**src/rtl/flipdot_frame_tx.sv**
```systemverilog
// flipdot_frame_tx: serialises one flipdot panel frame (header, command,
// address, NUM_COLS column bytes, end byte) as back-to-back 8N1 UART on txd.
// A shadow column buffer accepts writes at any time. It is copied whole into
// the active buffer in the cycle a packet starts.
module flipdot_frame_tx #(
  parameter int unsigned CLKS_PER_BIT = 1,
  parameter int unsigned NUM_COLS     = 28,
  parameter logic [7:0]  PANEL_ADDR   = 8'hFF,
  parameter logic [7:0]  CMD_BYTE     = 8'h83
) (
  input  logic       uclk,
  input  logic       reset,
  input  logic       wr_en,
  input  logic [4:0] wr_addr,
  input  logic [6:0] wr_data,
  input  logic       send,
  output logic       busy,
  output logic       done,
  output logic       txd
);

  typedef enum logic [2:0] {IDLE, HDR, CMD, ADDR, DATA, EOF} state_t;

  localparam logic [7:0] DIV_LAST  = 8'(CLKS_PER_BIT - 1);
  localparam logic [4:0] COL_LAST  = 5'(NUM_COLS - 1);
  localparam logic [5:0] COL_LIMIT = 6'(NUM_COLS);

  logic [6:0] shadow [NUM_COLS];
  logic [6:0] active [NUM_COLS];

  state_t     state, state_n;
  logic [7:0] div_cnt;
  logic [3:0] bit_cnt;
  logic [4:0] col_idx;
  logic       pending;
  logic       fin, fin_n;
  logic       start_pkt;
  logic       bit_end, byte_end;
  logic [7:0] cur_byte;
  logic       txd_n;

  assign bit_end  = (div_cnt == DIV_LAST);
  assign byte_end = bit_end && (bit_cnt == 4'd9);

  // Next-state logic: one state per packet section, advancing on stop-bit end.
  always_comb begin
    state_n   = state;
    start_pkt = 1'b0;
    fin_n     = 1'b0;
    case (state)
      IDLE: begin
        if (send || pending) begin
          state_n   = HDR;
          start_pkt = 1'b1;
        end
      end
      HDR:  if (byte_end) state_n = CMD;
      CMD:  if (byte_end) state_n = ADDR;
      ADDR: if (byte_end) state_n = DATA;
      DATA: if (byte_end && (col_idx == COL_LAST)) state_n = EOF;
      EOF: begin
        if (byte_end) begin
          state_n = IDLE;
          fin_n   = 1'b1;
        end
      end
      default: state_n = IDLE;
    endcase
  end

  // Byte currently on the wire and the bit level it produces.
  always_comb begin
    cur_byte = 8'hFF;
    case (state)
      HDR:     cur_byte = 8'h80;
      CMD:     cur_byte = CMD_BYTE;
      ADDR:    cur_byte = PANEL_ADDR;
      DATA:    cur_byte = {1'b0, active[col_idx]};
      EOF:     cur_byte = 8'h8F;
      default: cur_byte = 8'hFF;
    endcase
    txd_n = 1'b1;
    if (state != IDLE) begin
      if (bit_cnt == 4'd0)
        txd_n = 1'b0;
      else if (bit_cnt <= 4'd8)
        txd_n = cur_byte[3'(bit_cnt - 4'd1)];
      else
        txd_n = 1'b1;
    end
  end

  // State register.
  always_ff @(posedge uclk or posedge reset) begin
    if (reset) state <= IDLE;
    else       state <= state_n;
  end

  // Baud divider, bit-within-byte counter and column index.
  always_ff @(posedge uclk or posedge reset) begin
    if (reset) begin
      div_cnt <= '0;
      bit_cnt <= '0;
      col_idx <= '0;
    end else if (state == IDLE) begin
      div_cnt <= '0;
      bit_cnt <= '0;
      col_idx <= '0;
    end else if (bit_end) begin
      div_cnt <= '0;
      if (bit_cnt == 4'd9) begin
        bit_cnt <= '0;
        if ((state == DATA) && (col_idx != COL_LAST))
          col_idx <= col_idx + 5'd1;
      end else begin
        bit_cnt <= bit_cnt + 4'd1;
      end
    end else begin
      div_cnt <= div_cnt + 8'd1;
    end
  end

  // One-deep send request latch; cleared when the packet it asked for starts.
  always_ff @(posedge uclk or posedge reset) begin
    if (reset)                        pending <= 1'b0;
    else if (start_pkt)               pending <= 1'b0;
    else if (send && (state != IDLE)) pending <= 1'b1;
  end

  // Shadow buffer: host writes, out-of-range columns dropped.
  always_ff @(posedge uclk or posedge reset) begin
    if (reset) begin
      for (int unsigned i = 0; i < NUM_COLS; i++) shadow[i] <= '0;
    end else if (wr_en && ({1'b0, wr_addr} < COL_LIMIT)) begin
      shadow[wr_addr] <= wr_data;
    end
  end

  // Active buffer: snapshot of shadow taken as the packet starts, so a write
  // in that same cycle lands only in shadow and goes out next time.
  always_ff @(posedge uclk or posedge reset) begin
    if (reset) begin
      for (int unsigned i = 0; i < NUM_COLS; i++) active[i] <= '0;
    end else if (start_pkt) begin
      for (int unsigned i = 0; i < NUM_COLS; i++) active[i] <= shadow[i];
    end
  end

  // Registered outputs, one cycle behind the FSM. fin marks the first idle
  // cycle after a packet, so done appears together with busy falling, and a
  // pending restart in that cycle costs exactly one idle bit time on txd.
  always_ff @(posedge uclk or posedge reset) begin
    if (reset) begin
      txd  <= 1'b1;
      busy <= 1'b0;
      fin  <= 1'b0;
      done <= 1'b0;
    end else begin
      txd  <= txd_n;
      busy <= (state != IDLE);
      fin  <= fin_n;
      done <= fin;
    end
  end

endmodule

```
**config.mk**
```make
export PLATFORM = sky130hd
export DESIGN_NAME = flipdot_frame_tx
export DESIGN_NICKNAME = d
export VERILOG_FILES = /design/src/rtl/flipdot_frame_tx.sv
export SDC_FILE = /design/constraint.sdc
export NUM_CORES = 1
export LEC_CHECK = 0
export CORE_ASPECT_RATIO = 1.4
export CORE_UTILIZATION = 35
export CTS_BUF_LIST = sky130_fd_sc_hd__clkbuf_4 sky130_fd_sc_hd__clkbuf_8 sky130_fd_sc_hd__clkbuf_16
export DETAILED_ROUTE_END_ITERATION = 8
export SYNTH_ARGS = -nofsm -noshare
export SYNTH_HDL_FRONTEND = slang
export SYNTH_SLANG_ARGS = --single-unit
```
**constraint.sdc**
```tcl
create_clock -name uclk -period 18 [get_ports uclk]
set_clock_uncertainty 0.15 [all_clocks]
set_input_delay 1.8 -clock uclk [delete_from_list [all_inputs] [get_ports uclk]]
set_output_delay 1.8 -clock uclk [all_outputs]
set_load 0.02 [all_outputs]
```
## After elaboration in Yosys (flattened, before gate mapping)

Cells that the tools add are included.

| operators by class | value |
|---|---|
| mux-type cells | 34 |
| order comparisons | 6 |
| $add $sub $neg | 4 |
| eq/ne operators | 14 |
| bitwise gates (word level) | 2 |
| reductions and logical operators | 17 |

Operator list:

| operator | number |
|---|---|
| 196-bit bitwise mux | 1 |
| 7-bit binary-select mux with 5-bit select | 1 |
| 7-bit demux with 5-bit select | 1 |
| 8-bit case mux with 4 select lines | 1 |
| 7-bit 2-to-1 mux | 3 |
| 5-bit 2-to-1 mux | 4 |
| 3-bit 2-to-1 mux | 6 |
| 3-bit case mux with 6 select lines | 1 |
| 8-bit 2-to-1 mux | 2 |
| 6-bit >= comparator, second input constant | 2 |
| 4-bit 2-to-1 mux | 3 |
| 2-bit inequality test, second input constant | 6 |
| 5-bit NOT with 6-bit output | 2 |
| 1-bit 2-to-1 mux | 10 |
| 8-bit by 1-bit adder with 8-bit output, second input constant | 1 |
| 8-bit logical NOT | 1 |
| 2-bit nonzero test | 4 |
| 3-bit by 2-bit == test with 1-bit output, second input constant | 2 |
| 3-bit == test, second input constant | 2 |
| 1-bit logical AND | 6 |
| 6-bit by 1-bit less-than comparator with 1-bit output, second input constant | 1 |
| 6-bit AND reduction | 1 |
| 5-bit by 1-bit adder with 5-bit output, second input constant | 1 |
| 5-bit == test, second input constant | 1 |
| other kinds (14) | 14 |

| storage, ports and cells | value |
|---|---|
| input bits | 16 |
| output and inout port bits | 3 |
| logic and storage cells | 142 |
| bits in registers | 417 |

## Logic depth before layout (Yosys ltp)

Gate-level depths: netlist (run 1).

| depth | value |
|---|---|
| word-level depth | 10 |
| gate-level depth with buffers | 11 |
| gate-level depth less buffers | 9 |

## Worst setup path before layout (run 1)

OpenSTA, ideal clock, no wires.

| path | value |
|---|---|
| path type | input-to-reg |
| from | input port send |
| to | register active[106] in the netlist's numbering |
| data required time | 17.725 ns |
| slack | 14.664 ns |
| arrival time | 3.062 ns |
| setup time | 0.125 ns |
| buffers on the path | 2 |
| stages | 5 |
| path through | nor2_1 -> nor2_1 -> clkbuf_1 -> clkbuf_1 -> mux2_2 |

| between the ends | value |
|---|---|
| cells in the longest elaborated chain, start to end | 3 |

RTL lines:

| item | RTL line | RTL |
|---|---|---|
| start: declaration | 16 | `input logic send,` |
| 1-bit logical OR | 52 | `if (send \|\| pending) begin` |
| 1-bit 2-to-1 mux | 52 |  |
| 1-bit 2-to-1 mux | 50 | `case (state)` |
| end: declaration | 29 | `logic [6:0] active [NUM_COLS];` |

Every way passes these cells.
A chain may end at the register's enable or synchronous reset.

## Worst setup path after layout (run 1)

| path | value |
|---|---|
| from | input port send |
| to | register active[12] in the netlist's numbering |

Same word-level chain as after synthesis.

==> out/qor.yml, run 1 <==
rows: 96
worstHoldPathType: "reg2reg"
synth_seq_cells: 417
vias: 9391
cts_tree: "done"
fin_cells: 1821
numCtsBuffers: 40
synth-adder-area-share_pct: 0.498
yosys_warnings: 0
synthTopCellsByCount: "dfrtp_1, mux2_2, clkbuf_1, nor2_1, mux4_2"
core_area_mm2: 0.0492
drt_iter0_drc: 471
grt_pass1_wl_um: 60200
relSlewSlack_pct: 26.4
final_cell_area_mm2: 0.0197
synth_fp_nets: 1172
synth-xor-area-share_pct: 0.598
setup_viol: 0
nNetsFinal: 1177
yosysMostFrequentCell: "dfrtp_1"
path_max_fanout: 78
critical_path_arrival_ns: 5.37
die_h_um: 267
postCtsResizedCells: 0
worst_slew_pin_slew_ns: 1.10
antenna_cells: 0
cts.sinks: 417
synthFlopType: "dfrtp_1"
routed_via_density: 5.16
fin_ws_ns: 12.90
hold_viol: 0
startpoint: "send"
drv_slew: 0
crit_path_end_kind: "flop"
ir_worst_vdd_uv: 58.0
gp_congestion: 0.754
synth.area.mux_share_pct: 31.9
fillers: 4554
synth_seq_area_share_pct: 59.4
wl_um: 37400
cts_hold_buf: 0
synth_top_family_by_area: "multiplexers"
dpl.hpwl_um: 22800
tns_ns: 0
fmax_mhz: 196
grt_overflow: 0
clkTransAtPathRegs_ns: 0.06
antenna_found_initial: 0
syn2layout_area_growth_pct: 12.2
synthArstFlopShare_pct: 100
fin_crit_ns: 5.10
synth.top_cell.area_share_pct: 59.2
powerDensity_mw_per_mm2: 103
synth_area_leader_cell: "dfrtp_1"
criticalPathCategory: "in2reg"
grt_max_degree: 118
die_area_mm2: 0.0511
htreeDepth: 2
dieWidth_um: 191
synth_compound_area_share_pct: 2.11
cap_violations: 0
grt_pass1_vias: 10100
critPathRequiredTime_ns: 18.27
grt_usage_pct: 15.5
synth_enable_flop_cells: 0
syn_area_per_cell_um2: 15.3
clk_latency_ns: 0.54
synth-simple-area-share_pct: 3.55
pre_cts_slack_ns: 12.36
rsz0062_at_grt: "no"
io_pins: 19
drc: 0
io_buffers: 18
p_leak_uw: 0.00929
outcome: "completed"
drt_pre_antenna_iters: 4
fin_crit_sh_pct: 28.3
dp.cells: 1749
start_util_pct: 35.7
cts_setup_buffers: 0
clock-root-buffer: "clkbuf_16"
cp-start-kind: "input pin"
drive_gt1_share_pct: 45.3
reg2reg_from: "state[1]$_DFFE_PP0P_"
cts_buffer_depth: 3
synth_cells: 1149
synth.distinct_cells: 55
postPlaceCellArea_mm2: 0.0184
synth_area_leaders: "dfrtp_1, mux2_2, mux4_2"
min-delay-start: "fin$_DFF_PP0_"
synthesis.area_mm2: 0.0176
antenna_left: 0
detail_route.wl_per_cell_um: 20.6
## area by class of cell
| class | count | area, µm² | area share, % |
|---|---|---|---|
| multi-input combinational | 652 | 6810 | 34.5 |
| clock buffer | 60 | 1220 | 6.18 |
| inverter | 9 | 41.3 | 0.209 |
| timing repair buffer | 34 | 295 | 1.50 |
| tap | 637 | 797 | 4.04 |
| sequential | 417 | 10400 | 52.9 |
| clock inverter | 12 | 124 | 0.628 |
## critical path, stage by stage
cell,delay (ns)
clkdlybuf4s50_1,0.45
nor2_1,0.08
nor2_4,0.08
buf_4,0.61
buf_4,0.78
buf_4,0.92
mux2_2,0.43
## registers in the layout, summed over array words and instances (netlist names)
name	flops
active	196
shadow	196
div_cnt	8
col_idx	5
bit_cnt	4
state	3
busy	1
done	1
fin	1
pending	1
txd	1
## cells by family after synthesis
| kind of cell | count (synthesis) |
|---|---|
| AO/OA/AOI/OAI | 51 |
| adder cells (fa/ha/maj) | 7 |
| buffers and inverters | 80 |
| multiplexers | 456 |
| AND/OR/NAND/NOR | 126 |
| flip-flops | 417 |
| XOR/XNOR | 12 |
## report_power, final
| part | total (µW) | leakage, µW | switching, µW | internal, µW |
|---|---|---|---|---|
| Sequential | 1060 | 0.00556 | 37.9 | 1020 |
| Clock | 854 | 0.000679 | 354 | 500 |
| Combinational | 120 | 0.00305 | 52.1 | 68.1 |
| Total | 2030 | 0.00929 | 444 | 1590 |
## routing by layer
metal / vias up / track usage (%) / part of all wire, % / routed length [µm]
li1: 4181 / - / - / -
met1: 5019 / 19.5 / 42 / 15900
met2: 126 / 27.0 / 52 / 19300
met3: 65 / 2.12 / 3.1 / 1170
met4: 0 / 5.21 / 2.8 / 1040
met5: - / 0 / 0 / 0
## metrics by stage
step,power [µW],utilization (%),hold slack [ns]
finish,2030,40.1,0.199
global route,2120,40.1,0.209
CTS,2060,40.1,0.200
detailed placement,1200,37.3,0.186
global placement,1190,37.3,0.184
floorplan,1160,-,0.181
## path summary, 6_finish.rpt
check | end | slack (ns) | cells after the start
setup / recovery | active[12]$_DFFE_PP0P_ | 12.90 | 7
hold / removal | done$_DFF_PP0_ | 0.20 | 0
setup reg to reg | active[12]$_DFFE_PP0P_ | 13.62 | 8
hold reg to reg | done$_DFF_PP0_ | 0.20 | 0
max in group asynchronous | shadow[8]$_DFFE_PP0P_ | 14.38 | 3
min in group asynchronous | shadow[138]$_DFFE_PP0P_ | 1.64 | 2
## cell usage in the layout, fill, tap and decap left out, drive strengths merged, types with 9 or more instances in the layout
cell,n
xor2,9
nor2,42
clkdlybuf4s50,17
nand2,32
mux2i,20
clkbuf,60
mux2,392
o21ai,12
inv,12
nand3,14
buf,17
dfrtp,416
mux4,44
Note: power is estimated with default switching activity, not from simulation.
==> inputs of run 2 (changes only) <==
clock period = 4.8 ns   (was 18 ns; I/O delays follow)
==> run 2 against run 1 <==
Compared with the run above:
- routed wire length grew 2.8%
- power grew to 3.7 times the previous value
- clock-buffer cell count shrank 3
- register-to-register slack worse by 12 ns
- highest routed layer unchanged
==> out/qor.yml, run 2 (synthesis gave the netlist of run 1 again) <==
worstHoldPathType: "reg2reg"
dieWidth_um: 191
path_max_fanout: 33
fillers: 4517
routed_via_density: 5.17
crit_top_cell: "o21ai_0"
clkTransAtPathRegs_ns: 0.07
cts_buffer_depth: 3
cts_setup_buffers: 0
dp.cells: 1750
critical_path.cell_chain: "buf_4 -> mux4_2 -> mux2i_1 -> o21ai_0 -> o21ai_0 -> a31oi_1 -> a2111oi_2 -> o31ai_1"
crit_path_end_kind: "flop"
nNetsFinal: 1177
grt_overflow: 0
cp_slowest_stage_delay_ns: 0.94
cts_hold_buf: 0
fin_crit_ns: 3.45
gp_congestion: 0.828
regArea_mm2: 0.0104
finish.utilization_pct: 40.1
rsz0062_at_grt: "no"
min-delay-start: "fin$_DFF_PP0_"
criticalPathCategory: "reg2reg"
hold_end: "done$_DFF_PP0_"
wl_um: 38500
clock-root-buffer: "clkbuf_16"
hold_viol: 0
r2r_end: "txd$_DFF_PP1_"
dpl.hpwl_um: 24000
cap_violations: 0
multi_input_area_mm2: 0.00681
syn2layout_area_growth_pct: 12.4
die_area_mm2: 0.0511
core_area_mm2: 0.0492
io_buffers: 18
ir_worst_vdd_uv: 258
critical_path_arrival_ns: 3.79
final_cell_mix: "dfrtp_1, mux2_2, nor2_1, mux4_2, clkbuf_16"
fmax_mhz: 290
setup_viol: 0
drt_pre_antenna_iters: 4
grt_max_degree: 128
hold_path_depth: 0
crit_slowest_cell: "dfrtp_4"
antenna_left: 0
pre_cts_slack_ns: 1.26
mostFrequentLayoutCell: "dfrtp_1"
io_pins: 19
critPathRequiredTime_ns: 5.13
outcome: "completed"
reg2reg_from: "col_idx[0]$_DFFE_PP0P_"
clk_latency_ns: 0.56
postCtsResizedCells: 0
fin_cells: 1820
antenna_found_initial: 0
drv_slew: 0
numCtsBuffers: 39
worst_slew_pin_slew_ns: 1.17
reg2reg_setup_slack_ns: 1.35
htreeDepth: 2
die_h_um: 267
antenna_cells: 0
cp-start-kind: "flop"
vias: 9404
cts.sinks: 417
grt_pass1_wl_um: 61900
fin_ws_ns: 1.35
top_regs: "active (196), shadow (196), div_cnt (8)"
p_leak_uw: 0.00929
drc: 0
start_util_pct: 35.7
detail_route.wl_per_cell_um: 21.1
cts_tree: "done"
powerDensity_mw_per_mm2: 386
ff2ff_path_depth: 8
grt_pass1_vias: 10200
fin_crit_sh_pct: 72.0
rows: 96
drive_gt1_share_pct: 45.4
drt_iter0_drc: 473
grt_usage_pct: 15.9
relSlewSlack_pct: 22.0
run 2: final cells by class:
class,count,area share [%]
Clock buffer,57,6.03
Clock inverter,13,0.684
Inverter,9,0.190
Multi-Input combinational cell,652,34.5
Sequential cell,417,52.9
Tap cell,637,4.03
Timing Repair Buffer,35,1.74
run 2: how the worst max path moves through the flow:
| stage | depth (start not counted) | startpoint | endpoint | slack [ns] |
|---|---|---|---|---|
| 2_1_floorplan | 1 | reset | active[0]$_DFFE_PP0P_ | -1.45 |
| 3_3_place_gp | 8 | col_idx[0]$_DFFE_PP0P_ | txd$_DFF_PP1_ | 1.23 |
| 3_5_place_dp | 8 | col_idx[0]$_DFFE_PP0P_ | txd$_DFF_PP1_ | 1.26 |
| 4_1_cts | 8 | col_idx[0]$_DFFE_PP0P_ | txd$_DFF_PP1_ | 1.26 |
| 5_1_grt | 8 | col_idx[0]$_DFFE_PP0P_ | txd$_DFF_PP1_ | 1.06 |
| 6_report | 8 | col_idx[0]$_DFFE_PP0P_ | txd$_DFF_PP1_ | 1.35 |
run 2: per-stage QoR:
step	setup TNS, ns	instance area [µm²]	total power, µW	hold WS (ns)
after floorplan	-604.34	17600	4370	0.181
after global placement	0	18400	4470	0.197
after CTS	0	19800	7720	0.219
after global routing	0	19800	7930	0.228
final	0	19800	7620	0.220
after detailed placement	0	18400	4510	0.204
run 2: worst max-delay path: cells and delay by family, from the launching register on:
family,cells,cell delay [ns]
AOI/OAI and AO/OA,5,0.99
DFF,1,0.94
muxes,2,0.70
buffers and inverters,1,0.57
run 2: report_power, final:
| part | internal (µW) | switching (µW) |
|---|---|---|
| Sequential | 3830 | 141 |
| Clock | 1840 | 1350 |
| Combinational | 257 | 198 |
run 2: per-layer routing:
layer	global-route usage, %	vias up	routed length [µm]
met5	0	-	0
met4	5.68	0	1110
met3	2.11	61	1030
met2	27.2	120	19600
met1	20.6	5037	16700
li1	-	4186	-
==> inputs of run 3 (changes only) <==
clock period = 3.3 ns   (was 4.8 ns; I/O delays follow)
==> run 3 against run 2 <==
Compared with the run above:
- worst hold slack worse by 0.11 ns
- sequential share of layout area fell by 1.0 points
- core utilization up 0.80 points
- critical path depth fell by 1
- combinational power rose by 49%
- non-clock buffer count up 29
- cell count up 1.9%
- routed wire length rose by 1.8%
- register-to-register slack lost 1.1 ns
- power increased by 49%
- critical endpoint unchanged
==> out/qor.yml, run 3 (synthesis gave the netlist of run 1 again) <==
hold_viol: 0
core_area_mm2: 0.0492
gp_congestion: 0.837
power_uw: 11400
drt_iter0_drc: 426
antenna_found_initial: 0
cp-start-kind: "flop"
rsz0062_at_grt: "no"
drt_pre_antenna_iters: 5
final_cell_mix: "dfrtp_1, mux2_2, clkbuf_16"
powerDensity_mw_per_mm2: 563
rows: 96
cap_violations: 0
drv_slew: 0
worstHoldPathType: "in2async"
syn2layout_area_growth_pct: 14.6
postPlaceCellArea_mm2: 0.0187
nNetsFinal: 1208
criticalPathCategory: "reg2reg"
antenna_left: 0
start_util_pct: 35.7
top_regs: "active (196), shadow (196), div_cnt (8)"
postCtsResizedCells: 0
outcome: "completed"
clk_latency_ns: 0.54
grt_pass1_vias: 10300
clock-root-buffer: "clkbuf_16"
p_leak_uw: 0.00951
pre_cts_slack_ns: 0.286
critical_path_arrival_ns: 3.32
io_buffers: 18
relSlewSlack_pct: 49.2
worst_slew_pin_slew_ns: 0.763
fin_crit_ns: 3.01
cts_buffer_depth: 3
fillers: 4511
clkTransAtPathRegs_ns: 0.07
critPathRequiredTime_ns: 3.61
detail_route.wl_per_cell_um: 21.1
cts_tree: "done"
grt_usage_pct: 16.2
die_area_mm2: 0.0511
cts_hold_buf: 0
drc: 0
cts_setup_buffers: 0
ff2ff_path_depth: 7
final_cell_area_mm2: 0.0202
r2r_end: "txd$_DFF_PP1_"
fin_ws_ns: 0.292
antenna_cells: 0
io_pins: 19
reg2reg_from: "col_idx[0]$_DFFE_PP0P_"
path_max_fanout: 16
crit_end: "txd$_DFF_PP1_"
startpoint: "col_idx[0]$_DFFE_PP0P_"
finish.utilization_pct: 40.9
crit_path_end_kind: "flop"
fin_crit_sh_pct: 91.1
die_h_um: 267
drive_gt1_share_pct: 46.8
htreeDepth: 2
grt_overflow: 0
fmax_mhz: 332
wl_um: 39200
routed_via_density: 5.14
numCtsBuffers: 41
dieWidth_um: 191
vias: 9528
setup_viol: 0
cts.sinks: 417
reg2reg_setup_slack_ns: 0.29
mostFrequentLayoutCell: "dfrtp_1"
grt_pass1_wl_um: 63000
ir_worst_vdd_uv: 339
dpl.hpwl_um: 25100
grt_max_degree: 109
==> run 3: cell types whose count changed in the layout (fill, tap and decap cells not counted), sizes merged <==
cell,previous run,this run
clkdlybuf4s50,15,17
clkinv,8,9
buf,20,47
clkbuf,57,61
==> run 3: layout make-up <==
type,count,area (µm²),share of cell area [%]
clock inverter,14,144,0.714
inverter,9,37.5,0.186
sequential,417,10400,51.8
timing repair buffer,64,621,3.08
multi-input combinational,652,6810,33.8
clock buffer,61,1300,6.45
tap,637,797,3.96
==> run 3: worst max-delay path: stages (launching register included) <==
cell and delay, ns:
dfrtp_4 0.65, mux4_1 0.60, mux4_2 0.54, nor2_1 0.13
a311oi_1 0.06, a211o_1 0.32, a2111oi_2 0.35, o31ai_1 0.13
==> run 3: how the worst min path moves through the flow <==
stage / endpoint / from / cells after the start
6_report: shadow[111]$_DFFE_PP0P_ / reset / 2
5_1_grt: col_idx[0]$_DFFE_PP0P_ / reset / 2
4_1_cts: shadow[111]$_DFFE_PP0P_ / reset / 2
3_5_place_dp: done$_DFF_PP0_ / fin$_DFF_PP0_ / 0
3_3_place_gp: done$_DFF_PP0_ / fin$_DFF_PP0_ / 0
2_1_floorplan: done$_DFF_PP0_ / fin$_DFF_PP0_ / 0
==> run 3: where the power goes <==
part | leakage (µW) | switching [µW] | total [µW] | internal [µW]
clock | 0.000720 | 1990 | 4890 | 2900
combinational | 0.00323 | 292 | 679 | 387
sequential | 0.00556 | 210 | 5790 | 5580
==> run 3: metal layers <==
layer  up-vias  routed length, µm  GRT usage, %
met3        60                975          1.94
met1      5100              16800          20.4
met2       118              20400          28.7
met5         -                  0             0
li1       4250                  -             -
met4         0                975          5.00
==> run 3: per-stage QoR <==
step,hold WS (ns),std cells,setup TNS (ns)
final,0.114,1854,0
after global routing,0.146,1854,0
after CTS,0.123,1854,0
after detailed placement,0.189,1779,0
after global placement,0.187,1779,0
after floorplan,0.181,1149,-1167.19
